`src/rtl/uart_pkg.sv`:
```
// Shared UART definitions: baud indices, divisor and frame-length helpers.
// Used by the bit timer and by the TX/RX shift logic.
package uart_pkg;

    typedef enum logic {
        ST_IDLE,
        ST_RUN
    } timer_state_t;

    localparam logic [3:0] BAUD_300    = 4'd0;
    localparam logic [3:0] BAUD_1200   = 4'd1;
    localparam logic [3:0] BAUD_2400   = 4'd2;
    localparam logic [3:0] BAUD_4800   = 4'd3;
    localparam logic [3:0] BAUD_9600   = 4'd4;
    localparam logic [3:0] BAUD_19200  = 4'd5;
    localparam logic [3:0] BAUD_38400  = 4'd6;
    localparam logic [3:0] BAUD_57600  = 4'd7;
    localparam logic [3:0] BAUD_115200 = 4'd8;
    localparam logic [3:0] BAUD_230400 = 4'd9;
    localparam logic [3:0] BAUD_460800 = 4'd10;
    localparam logic [3:0] BAUD_921600 = 4'd11;

    // Indices 12..15 are reserved and fall back to 9600.
    function automatic int unsigned baud_rate(input logic [3:0] idx);
        int unsigned b;
        case (idx)
            BAUD_300:    b = 300;
            BAUD_1200:   b = 1200;
            BAUD_2400:   b = 2400;
            BAUD_4800:   b = 4800;
            BAUD_19200:  b = 19200;
            BAUD_38400:  b = 38400;
            BAUD_57600:  b = 57600;
            BAUD_115200: b = 115200;
            BAUD_230400: b = 230400;
            BAUD_460800: b = 460800;
            BAUD_921600: b = 921600;
            default:     b = 9600;
        endcase
        return b;
    endfunction

    function automatic int unsigned baud_div(input int unsigned clk_hz,
                                             input logic [3:0]  idx);
        int unsigned b;
        b = baud_rate(idx);
        return (clk_hz + b / 2) / b;
    endfunction

    function automatic logic [3:0] frame_len(input logic [1:0] dbits,
                                             input logic       par,
                                             input logic       stop2);
        return 4'd7 + {2'b00, dbits} + {3'b000, par} + {3'b000, stop2};
    endfunction

endpackage

```
`src/rtl/uart_bit_timer_if.sv`:
```
// Control/status bundle between a UART shifter and its bit timer.
// The shifter drives config and start/abort; the timer returns strobes.
interface uart_bit_timer_if;
    logic       start;
    logic       abort;
    logic       half_first;
    logic [3:0] baud_val;
    logic [1:0] data_bits;
    logic       parity_en;
    logic       stop2;
    logic       btu;
    logic [3:0] bit_idx;
    logic       busy;
    logic       done;

    modport master (
        output start, abort, half_first, baud_val,
        output data_bits, parity_en, stop2,
        input  btu, bit_idx, busy, done
    );

    modport slave (
        input  start, abort, half_first, baud_val,
        input  data_bits, parity_en, stop2,
        output btu, bit_idx, busy, done
    );
endinterface

```
`src/rtl/baud_tick_gen.sv`:
```
// Divisor lookup and interval counter; emits registered BTU strobes.
// o_tick is the combinational "fires on this edge" used by the frame counter.
module baud_tick_gen
    import uart_pkg::*;
#(
    parameter int unsigned CLK_HZ = 50_000_000,
    parameter int unsigned DIV_W  = 18
) (
    input  logic       clk,
    input  logic       reset,
    input  logic       i_en,
    input  logic [3:0] i_baud,
    input  logic       i_half,
    output logic       o_tick,
    output logic       o_btu
);

    logic [DIV_W-1:0] w_tab [16];
    logic [DIV_W-1:0] w_div;
    logic [DIV_W-1:0] w_len;
    logic [DIV_W-1:0] r_cnt;
    logic             r_first;
    logic             r_btu;

    // Table entries are elaboration-time constants, so no divider is built.
    for (genvar g = 0; g < 16; g++) begin : g_tab
        assign w_tab[g] = DIV_W'(baud_div(CLK_HZ, 4'(g)));
    end

    assign w_div  = w_tab[i_baud];
    assign w_len  = (r_first && i_half) ? (w_div >> 1) : w_div;
    assign o_tick = i_en && (r_cnt == w_len - DIV_W'(1));
    assign o_btu  = r_btu;

    always_ff @(posedge clk) begin
        if (reset || !i_en) begin
            r_cnt   <= '0;
            r_first <= 1'b1;
            r_btu   <= 1'b0;
        end else if (o_tick) begin
            r_cnt   <= '0;
            r_first <= 1'b0;
            r_btu   <= 1'b1;
        end else begin
            r_cnt   <= r_cnt + DIV_W'(1);
            r_btu   <= 1'b0;
        end
    end

endmodule

```
`src/rtl/uart_bit_timer.sv`:
```
// UART frame bit timer: config latch, IDLE/RUN FSM, bit counter, done/busy.
// Counts BTUs from baud_tick_gen across a frame of 7..12 bits.
module uart_bit_timer
    import uart_pkg::*;
#(
    parameter int unsigned CLK_HZ = 50_000_000,
    parameter int unsigned DIV_W  = 18
) (
    input  logic             clk,
    input  logic             reset,
    uart_bit_timer_if.slave  bus
);

    timer_state_t r_state;
    timer_state_t w_state_nxt;

    logic [3:0] r_baud;
    logic [1:0] r_dbits;
    logic       r_par;
    logic       r_stop2;
    logic       r_half;
    logic [3:0] r_bit_idx;
    logic       r_busy;
    logic       r_done;

    logic       w_start_ok;
    logic       w_tick_en;
    logic       w_tick;
    logic       w_btu;
    logic       w_last;
    logic [3:0] w_n;
    logic [3:0] w_idx_inc;

    assign w_n       = frame_len(r_dbits, r_par, r_stop2);
    assign w_idx_inc = r_bit_idx + 4'd1;
    assign w_last    = w_tick && (w_idx_inc == w_n);

    always_ff @(posedge clk) begin
        if (reset) r_state <= ST_IDLE;
        else       r_state <= w_state_nxt;
    end

    // RUN is left one edge after the final BTU, while done is visible.
    always_comb begin
        w_state_nxt = r_state;
        w_start_ok  = 1'b0;
        w_tick_en   = 1'b0;
        unique case (r_state)
            ST_IDLE: begin
                if (bus.start && !bus.abort) begin
                    w_start_ok  = 1'b1;
                    w_state_nxt = ST_RUN;
                end
            end
            ST_RUN: begin
                if (bus.abort || r_done) w_state_nxt = ST_IDLE;
                else                     w_tick_en   = 1'b1;
            end
            default: w_state_nxt = ST_IDLE;
        endcase
    end

    always_ff @(posedge clk) begin
        if (reset) begin
            r_baud    <= '0;
            r_dbits   <= '0;
            r_par     <= 1'b0;
            r_stop2   <= 1'b0;
            r_half    <= 1'b0;
            r_bit_idx <= '0;
            r_busy    <= 1'b0;
            r_done    <= 1'b0;
        end else begin
            r_done <= 1'b0;
            if (w_start_ok) begin
                r_baud    <= bus.baud_val;
                r_dbits   <= bus.data_bits;
                r_par     <= bus.parity_en;
                r_stop2   <= bus.stop2;
                r_half    <= bus.half_first;
                r_bit_idx <= '0;
                r_busy    <= 1'b1;
            end else if (w_state_nxt == ST_IDLE) begin
                r_bit_idx <= '0;
                r_busy    <= 1'b0;
            end else if (w_tick) begin
                r_bit_idx <= w_idx_inc;
                r_done    <= w_last;
            end
        end
    end

    baud_tick_gen #(
        .CLK_HZ (CLK_HZ),
        .DIV_W  (DIV_W)
    ) u_tick (
        .clk    (clk),
        .reset  (reset),
        .i_en   (w_tick_en),
        .i_baud (r_baud),
        .i_half (r_half),
        .o_tick (w_tick),
        .o_btu  (w_btu)
    );

    assign bus.btu     = w_btu;
    assign bus.bit_idx = r_bit_idx;
    assign bus.busy    = r_busy;
    assign bus.done    = r_done;

endmodule

```
`src/flat_wrapper.sv`:
```
// flat-port wrapper written by rule: the top's interface ports become plain ports
module uart_bit_timer_flat import uart_pkg::*;
#(
    parameter int unsigned CLK_HZ = 50_000_000,
    parameter int unsigned DIV_W  = 18
)
  (clk, reset, bus_start, bus_abort, bus_half_first, bus_baud_val, bus_data_bits, bus_parity_en, bus_stop2, bus_btu, bus_bit_idx, bus_busy, bus_done);
  uart_bit_timer_if bus_i ();
  input  logic clk;
  input  logic reset;
  input wire logic [$bits(bus_i.start)-1:0] bus_start;
  input wire logic [$bits(bus_i.abort)-1:0] bus_abort;
  input wire logic [$bits(bus_i.half_first)-1:0] bus_half_first;
  input wire logic [$bits(bus_i.baud_val)-1:0] bus_baud_val;
  input wire logic [$bits(bus_i.data_bits)-1:0] bus_data_bits;
  input wire logic [$bits(bus_i.parity_en)-1:0] bus_parity_en;
  input wire logic [$bits(bus_i.stop2)-1:0] bus_stop2;
  output wire logic [$bits(bus_i.btu)-1:0] bus_btu;
  output wire logic [$bits(bus_i.bit_idx)-1:0] bus_bit_idx;
  output wire logic [$bits(bus_i.busy)-1:0] bus_busy;
  output wire logic [$bits(bus_i.done)-1:0] bus_done;
  assign bus_i.start = bus_start;
  assign bus_i.abort = bus_abort;
  assign bus_i.half_first = bus_half_first;
  assign bus_i.baud_val = bus_baud_val;
  assign bus_i.data_bits = bus_data_bits;
  assign bus_i.parity_en = bus_parity_en;
  assign bus_i.stop2 = bus_stop2;
  assign bus_btu = bus_i.btu;
  assign bus_bit_idx = bus_i.bit_idx;
  assign bus_busy = bus_i.busy;
  assign bus_done = bus_i.done;
  uart_bit_timer #(.CLK_HZ(CLK_HZ), .DIV_W(DIV_W)) u_core (.clk(clk), .reset(reset), .bus(bus_i));
endmodule
```
`config.mk`:
```
export PLATFORM = sky130hd
export DESIGN_NAME = uart_bit_timer_flat
export DESIGN_NICKNAME = d
export VERILOG_FILES = /design/src/rtl/uart_pkg.sv /design/src/rtl/uart_bit_timer_if.sv /design/src/rtl/baud_tick_gen.sv /design/src/rtl/uart_bit_timer.sv /design/src/flat_wrapper.sv
export SDC_FILE = /design/constraint.sdc
export NUM_CORES = 1
export LEC_CHECK = 0
export CAP_MARGIN = 20
export CELL_PAD_IN_SITES_DETAIL_PLACEMENT = 2
export CELL_PAD_IN_SITES_GLOBAL_PLACEMENT = 2
export CORE_ASPECT_RATIO = 1.2
export CORE_MARGIN = 1.5
export CORE_UTILIZATION = 36
export CTS_CLUSTER_SIZE = 25
export DETAILED_ROUTE_END_ITERATION = 7
export GPL_ROUTABILITY_DRIVEN = 0
export PLACE_DENSITY_LB_ADDON = 0.1
export SYNTH_ARGS = -nofsm -noshare
export SYNTH_HDL_FRONTEND = slang
export SYNTH_SLANG_ARGS = --single-unit
```
`constraint.sdc`:
```
create_clock -name clk -period 5.25 [get_ports clk]
set_input_delay 0.525 -clock clk [delete_from_list [all_inputs] [get_ports clk]]
set_output_delay 0.525 -clock clk [all_outputs]
set_load 0.01 [all_outputs]
```
==> flow_summary.toml, run 1 <==
[grt]
grt_pass1_vias = 2914
grt-ovfl-total = 0
grt_antenna_before_repair = 0
track_usage = 0.227
grt_max_degree = 32
grt_pass1_wl_um = 15300

[clocking]
cts_htree_levels = 2
post-cts-setup-buffers = 0
cts_inserted_buffers = 5
hold_buffers = 0
cts.sink_count = 36
clk_pin_slew_worst_paths_ns = 0.07
ctsResizeCount = 0
cts_buffer_depth = 2
cts_root_buffer = "clkbuf_8"
worstSkewPairLatency_ns = 0.28
cts_tree = "built"

[detailed_routing]
route.detailed.drc = 0
wire_per_inst_um = 19.7
wl_um = 9180
drt_iter0_drc = 66
antenna_left = 0
avgViaCountPerCell = 5.75
drt_pre_antenna_iters = 5
vias = 2687

[hold_path]
worstHoldPathCells = 2
holdCritPathClass = "flop to flop"
min_from = "u_core.r_stop2"
min_to = "u_core.r_stop2"

[worst_setup_path]
reg2reg_setup_slack_ns = 0.91
setup.worst_path.end_class = "flop"
crit_chain = "inv_1, ha_1, inv_1, ha_1, nor2b_1, a31oi_2, o21ba_2, inv_1, ha_1, o211ai_1, or2_2, or3_1, a22o_1, or4_1, a21o_1"
slowest_delay_ns = 0.61
critPathRequiredTime_ns = 5.43
startpoint_type = "flop"
crit_fanout = 14
arrival_ns = 4.52
cp_slowest_cell = "dfxtp_1"
criticalPathCategory = "flop to flop"
rr_startpoint = "u_core.r_baud[1]"
worstReg2RegEnd = "u_core.u_tick.r_first"
reg2reg_depth = 15

[sta]
fin_worst_skew_ns = 0.00490
worst_pin_slew_ns = 1.03
fin_setup_tns_ns = 0
fmax_mhz = 231
fin_ws_ns = 0.914
finalSetupViolCount = 0
hold_viol_final = 0
slew_violations = 0
period_needed_ns = 4.34
fin_crit_sh = 0.826
slew_headroom = 0.312
rsz0062_at_grt = "no"

[logic_synthesis]
synthesis.nets = 392
synthSimpleGateAreaFrac = 0.319
synth_top_cell_by_area = "dfxtp_1"
ys_seq_area_frac = 0.248
synth_ff_type = "dfxtp_1"
synth_top_family_by_area = "simple AND/OR/NAND/NOR gates"
netlist.area_leader.share = 0.248
syn_area_mm2 = 0.00291
synth.most_common_cell = "nand2_1"
synth_xor_area_frac = 0.118
synth_commonest_cells = "nand2_1 (43), dfxtp_1 (36), nor2_1 (23), a21oi_1 (22), xnor2_1 (22)"
synth_mux_area_frac = 0.0138
synth_compound_area_frac = 0.171
synth_cell_types = 70
synth.area.top_cells = "dfxtp_1 (25%), ha_1 (6.9%), xnor2_1 (6.6%)"
ys_seq_elements = 36
synthArstFlopShare = 0
synth_adder_area_share = 0.0758
synth_cells = 362
ys_warn_count = 0
synth-edff-count = 0
avgSynthCellArea_um2 = 8.03

[status]
status = "finished clean"

[cells_and_area]
syn2layout_area_growth_pct = 10.5
register_area_um2 = 721
nets = 405
num-fill-cells = 923
multi_input_area_mm2 = 0.00203
final_layout_size_suffix_gt1_frac = 0.112
antenna_cells = 0

[job]
cap_violations = 0

[power]
peakVddDrop_v = 0.000155
total_power_w = 0.000637
power_density_mw_per_mm2 = 198
p_leak_nw = 1.13

[floorplanning]
die_w_um = 85.0
die_y_um = 101
rows = 35
fp.coreArea_mm2 = 0.00775
fp.dieArea_mm2 = 0.00862
io_pins = 20
initial_core_util = 0.375

[placed_design]
pre_cts_ws_ns = 0.923
hpwl_um = 7310
io_buffers = 19
## report_power, final
part / switching (W) / internal [W]
logic: 0.0000965 / 0.0000681
clock network: 0.0000953 / 0.0000902
registers: 0.00000956 / 0.000277
## metrics by stage
| step | area, um2 | utilization | cells | hold slack (ns) |
|---|---|---|---|---|
| CTS | 3210 | 0.415 | 467 | 0.480 |
| floorplan | 2910 | - | 362 | 0.436 |
| global placement | 3140 | 0.405 | 460 | 0.439 |
| global route | 3210 | 0.415 | 467 | 0.501 |
| detailed placement | 3140 | 0.405 | 460 | 0.463 |
| finish | 3210 | 0.415 | 467 | 0.469 |
## cells by family after synthesis
group                    Yosys count
adder cells (fa/ha/maj)           17
buffers and inverters             31
multiplexers                       4
XOR/XNOR                          39
AO/OA/AOI/OAI                     69
AND/OR/NAND/NOR                  166
flip-flops                        36
## sequential cells by signal, summed over array words and instances (netlist names)
| register | count |
|---|---|
| u_core.r_stop2 | 1 |
| u_core.r_dbits | 2 |
| u_core.bus.bit_idx | 4 |
| u_core.r_state | 1 |
| u_core.r_baud | 4 |
| u_core.bus.busy | 1 |
| u_core.u_tick.r_cnt | 18 |
| u_core.bus.done | 1 |
| u_core.u_tick.o_btu | 1 |
| u_core.u_tick.r_first | 1 |
| u_core.r_half | 1 |
| u_core.r_par | 1 |
## cells in the final DEF (no fill, tap or decap), types with 3 or more instances in the layout
cell             instances
xnor2_1                 22
buf_4                    4
inv_1                   13
nor2b_1                  3
nor3_1                   5
and3_1                   7
or3_1                    7
nand3b_1                 4
o31ai_1                  3
clkbuf_8                 5
xor2_1                  17
dfxtp_1                 36
nor2_2                  11
or4_1                    3
a21boi_0                 4
nand2_1                 43
a211oi_1                 3
nor2_1                  23
mux2i_1                  4
or2_2                    7
nor3b_1                  4
o21ai_0                  6
nor4_1                   7
clkdlybuf4s50_1         19
ha_1                    16
a21oi_1                 22
nand4_1                  5
o41ai_1                  3
nand3_1                 13
and2_1                   7
## critical path: cells and delay by family, from the launching register on
kind / cells / cell delay, ns
compound gates: 5 / 1.11
simple gates: 4 / 1.48
buf+inv: 3 / 0.30
fa+ha+maj: 3 / 0.72
flops: 1 / 0.61
## routing by layer
layer | global-route usage | vias to the layer above | routed length [um]
met5 | 0 | - | 0
met4 | 0.0504 | 0 | 82
met3 | 0.0171 | 6 | 156
met2 | 0.441 | 31 | 4970
met1 | 0.271 | 1351 | 3970
li1 | - | 1299 | -
## worst max-delay path by stage
| stage | start | endpoint | slack [ns] |
|---|---|---|---|
| global placement | u_core.r_baud[0] | u_core.u_tick.r_cnt[11] | 1.17 |
| global route | u_core.r_baud[1] | u_core.u_tick.r_cnt[17] | 0.64 |
| CTS | u_core.r_baud[1] | u_core.u_tick.r_first | 0.90 |
| detailed placement | u_core.r_baud[1] | u_core.u_tick.r_first | 0.92 |
| floorplan | u_core.r_baud[0] | u_core.u_tick.r_cnt[5] | 1.43 |
| finish | u_core.r_baud[1] | u_core.u_tick.r_first | 0.91 |
## area by class of cell
type | instances | share of cell area
clock buffers | 6 | 0.0226
clock inverters | 1 | 0.00156
inverters | 14 | 0.0164
multi-input cells | 295 | 0.631
flip-flops and latches | 36 | 0.224
well taps | 92 | 0.0358
repair buffers | 23 | 0.0685
Power figures use the tool's default switching activity.
==> run 2: changes to the inputs <==
--- a/config.mk
+++ b/config.mk
@@ -10,7 +10,7 @@
 export CELL_PAD_IN_SITES_GLOBAL_PLACEMENT = 2
 export CORE_ASPECT_RATIO = 1.2
 export CORE_MARGIN = 1.5
-export CORE_UTILIZATION = 36
+export CORE_UTILIZATION = 32
 export CTS_CLUSTER_SIZE = 25
 export DETAILED_ROUTE_END_ITERATION = 7
 export GPL_ROUTABILITY_DRIVEN = 0
==> constraint.sdc (replaced) <==
create_clock -name clk -period 3.8 [get_ports clk]
set_input_delay 0.38 -clock clk [delete_from_list [all_inputs] [get_ports clk]]
set_output_delay 0.38 -clock clk [all_outputs]
set_load 0.01 [all_outputs]
==> run 2 against run 1 <==
  * Sequential power up 36%
  * Power increased by 50%
  * First-iteration DRC count up 3.0%
  * Flip-flop and latch count stayed put
  * Non-clock buffer count grew 11
  * Critical path depth grew 1
==> flow_summary.toml, run 2 (same netlist as run 1, synthesis figures left out) <==
[worst_setup_path]
arrival_ns = 3.82
setup.worst_path.end_class = "flop"
critPathRequiredTime_ns = 3.98
startpoint_type = "flop"
reg2reg_depth = 16
reg2reg_setup_slack_ns = 0.16
rr_startpoint = "u_core.r_baud[0]"
criticalPathCategory = "flop to flop"
crit_fanout = 17
worstReg2RegEnd = "u_core.u_tick.r_cnt[17]"

[grt]
grt_pass1_vias = 2963
grt_antenna_before_repair = 0
grt_max_degree = 19
track_usage = 0.196
grt-ovfl-total = 0
grt_pass1_wl_um = 14900

[sta]
worst_pin_slew_ns = 0.584
finalSetupViolCount = 0
fin_worst_skew_ns = 0.0209
hold_ws_ns = 0.468
period_needed_ns = 3.64
hold_viol_final = 0
slew_violations = 0
fmax_mhz = 275
rsz0062_at_grt = "no"
fin_crit_sh = 0.958
slew_headroom = 0.607

[floorplanning]
die_y_um = 107
rows = 37
initial_core_util = 0.334
fp.dieArea_mm2 = 0.00967
fp.coreArea_mm2 = 0.00870
io_pins = 20
die_w_um = 90

[clocking]
worstSkewPairLatency_ns = 0.31
cts_inserted_buffers = 5
cts_tree = "built"
cts_buffer_depth = 2
clk_pin_slew_worst_paths_ns = 0.10
cts_root_buffer = "clkbuf_8"
cts.sink_count = 36
cts_htree_levels = 2

[cells_and_area]
antenna_cells = 0
largest_reg_flops = 18
final_cell_mix = "nand2_1 (43), dfxtp_1 (35), nor2_1 (23), a21oi_1 (22), xnor2_1 (22)"
final_common_cell = "nand2_1"
fin_cells = 504
largest-register = "u_core.u_tick.r_cnt"
final_layout_size_suffix_gt1_frac = 0.171
nets = 416
syn2layout_area_growth_pct = 18.2

[hold_path]
min_to = "u_core.r_par"
holdCritPathClass = "flop to flop"
min_from = "u_core.r_par"
worstHoldPathCells = 2

[detailed_routing]
drt_pre_antenna_iters = 4
avgViaCountPerCell = 5.41
vias = 2728
route.detailed.drc = 0
wl_um = 9440
antenna_left = 0
drt_iter0_drc = 68
wire_per_inst_um = 18.7

[power]
total_power_w = 0.000957
p_leak_nw = 1.21
power_density_mw_per_mm2 = 279
peakVddDrop_v = 0.000113

[placed_design]
hpwl_um = 7180
io_buffers = 19
dp_cells = 495

[job]
cap_violations = 0

[status]
status = "finished clean"
[run 2: area by class of cell]
| cell class | instances | area, um2 |
|---|---|---|
| fill | 1029 | 5270 |
| multi-input combinational | 295 | 2100 |
| sequential | 36 | 722 |
| timing repair buffer | 34 | 315 |
| tap | 117 | 146 |
| clock buffer | 6 | 82.6 |
| inverter | 14 | 52.6 |
| clock inverter | 2 | 13.8 |
[run 2: where the power goes]
part / internal (W) / switching [W]
clock network: 0.000149 / 0.000163
logic: 0.000108 / 0.000147
registers: 0.000383 / 0.00000711
total: 0.000640 / 0.000317
[run 2: worst max path at each step]
stage / start / endpoint / depth (start not counted)
2_1_floorplan: u_core.r_baud[0] / u_core.u_tick.r_cnt[5] / 17
3_3_place_gp: u_core.r_baud[0] / u_core.u_tick.r_cnt[1] / 14
3_5_place_dp: u_core.r_baud[0] / u_core.u_tick.r_cnt[1] / 14
4_1_cts: u_core.r_baud[1] / u_core.u_tick.r_cnt[1] / 15
5_1_grt: u_core.r_baud[0] / u_core.u_tick.r_cnt[12] / 16
6_report: u_core.r_baud[0] / u_core.u_tick.r_cnt[17] / 16
[run 2: per-stage QoR]
step                worst slack, ns  setup TNS [ns]  utilization  instance area (um2)
finish                        0.160               0        0.395                 3440
global route                 0.0124               0        0.395                 3440
CTS                         0.00346               0        0.387                 3360
detailed placement          -0.0619         -0.0958        0.374                 3250
global placement              0.111               0        0.374                 3250
floorplan                    0.0768               0            -                 2910
[run 2: critical path, stage by stage (launching register included)]
cell	delay [ns]
dfxtp_1	0.34
inv_1	0.09
ha_4	0.28
inv_1	0.06
ha_1	0.18
nor2b_2	0.16
a31oi_4	0.07
o21ba_4	0.23
inv_1	0.07
ha_2	0.27
xnor2_1	0.15
nor3_2	0.15
or4bb_1	0.43
a2111o_1	0.52
o31ai_4	0.25
buf_12	0.20
nor2_1	0.06
[run 2: what timing repair did]
| item | in CTS | in global routing |
|---|---|---|
| buffers inserted | 0 | 1 |
| endpoints found under the setup margin | 2 | 24 |
| resized for setup | 3 | 12 |
| pin swaps | 0 | 1 |
| hold buffers | 0 | 0 |
[run 2: layer usage]
layer | routed length [um] | global-route usage
met5 | 0 | 0
met4 | 370 | 0.0862
met3 | 207 | 0.0304
met2 | 4960 | 0.372
met1 | 3910 | 0.213
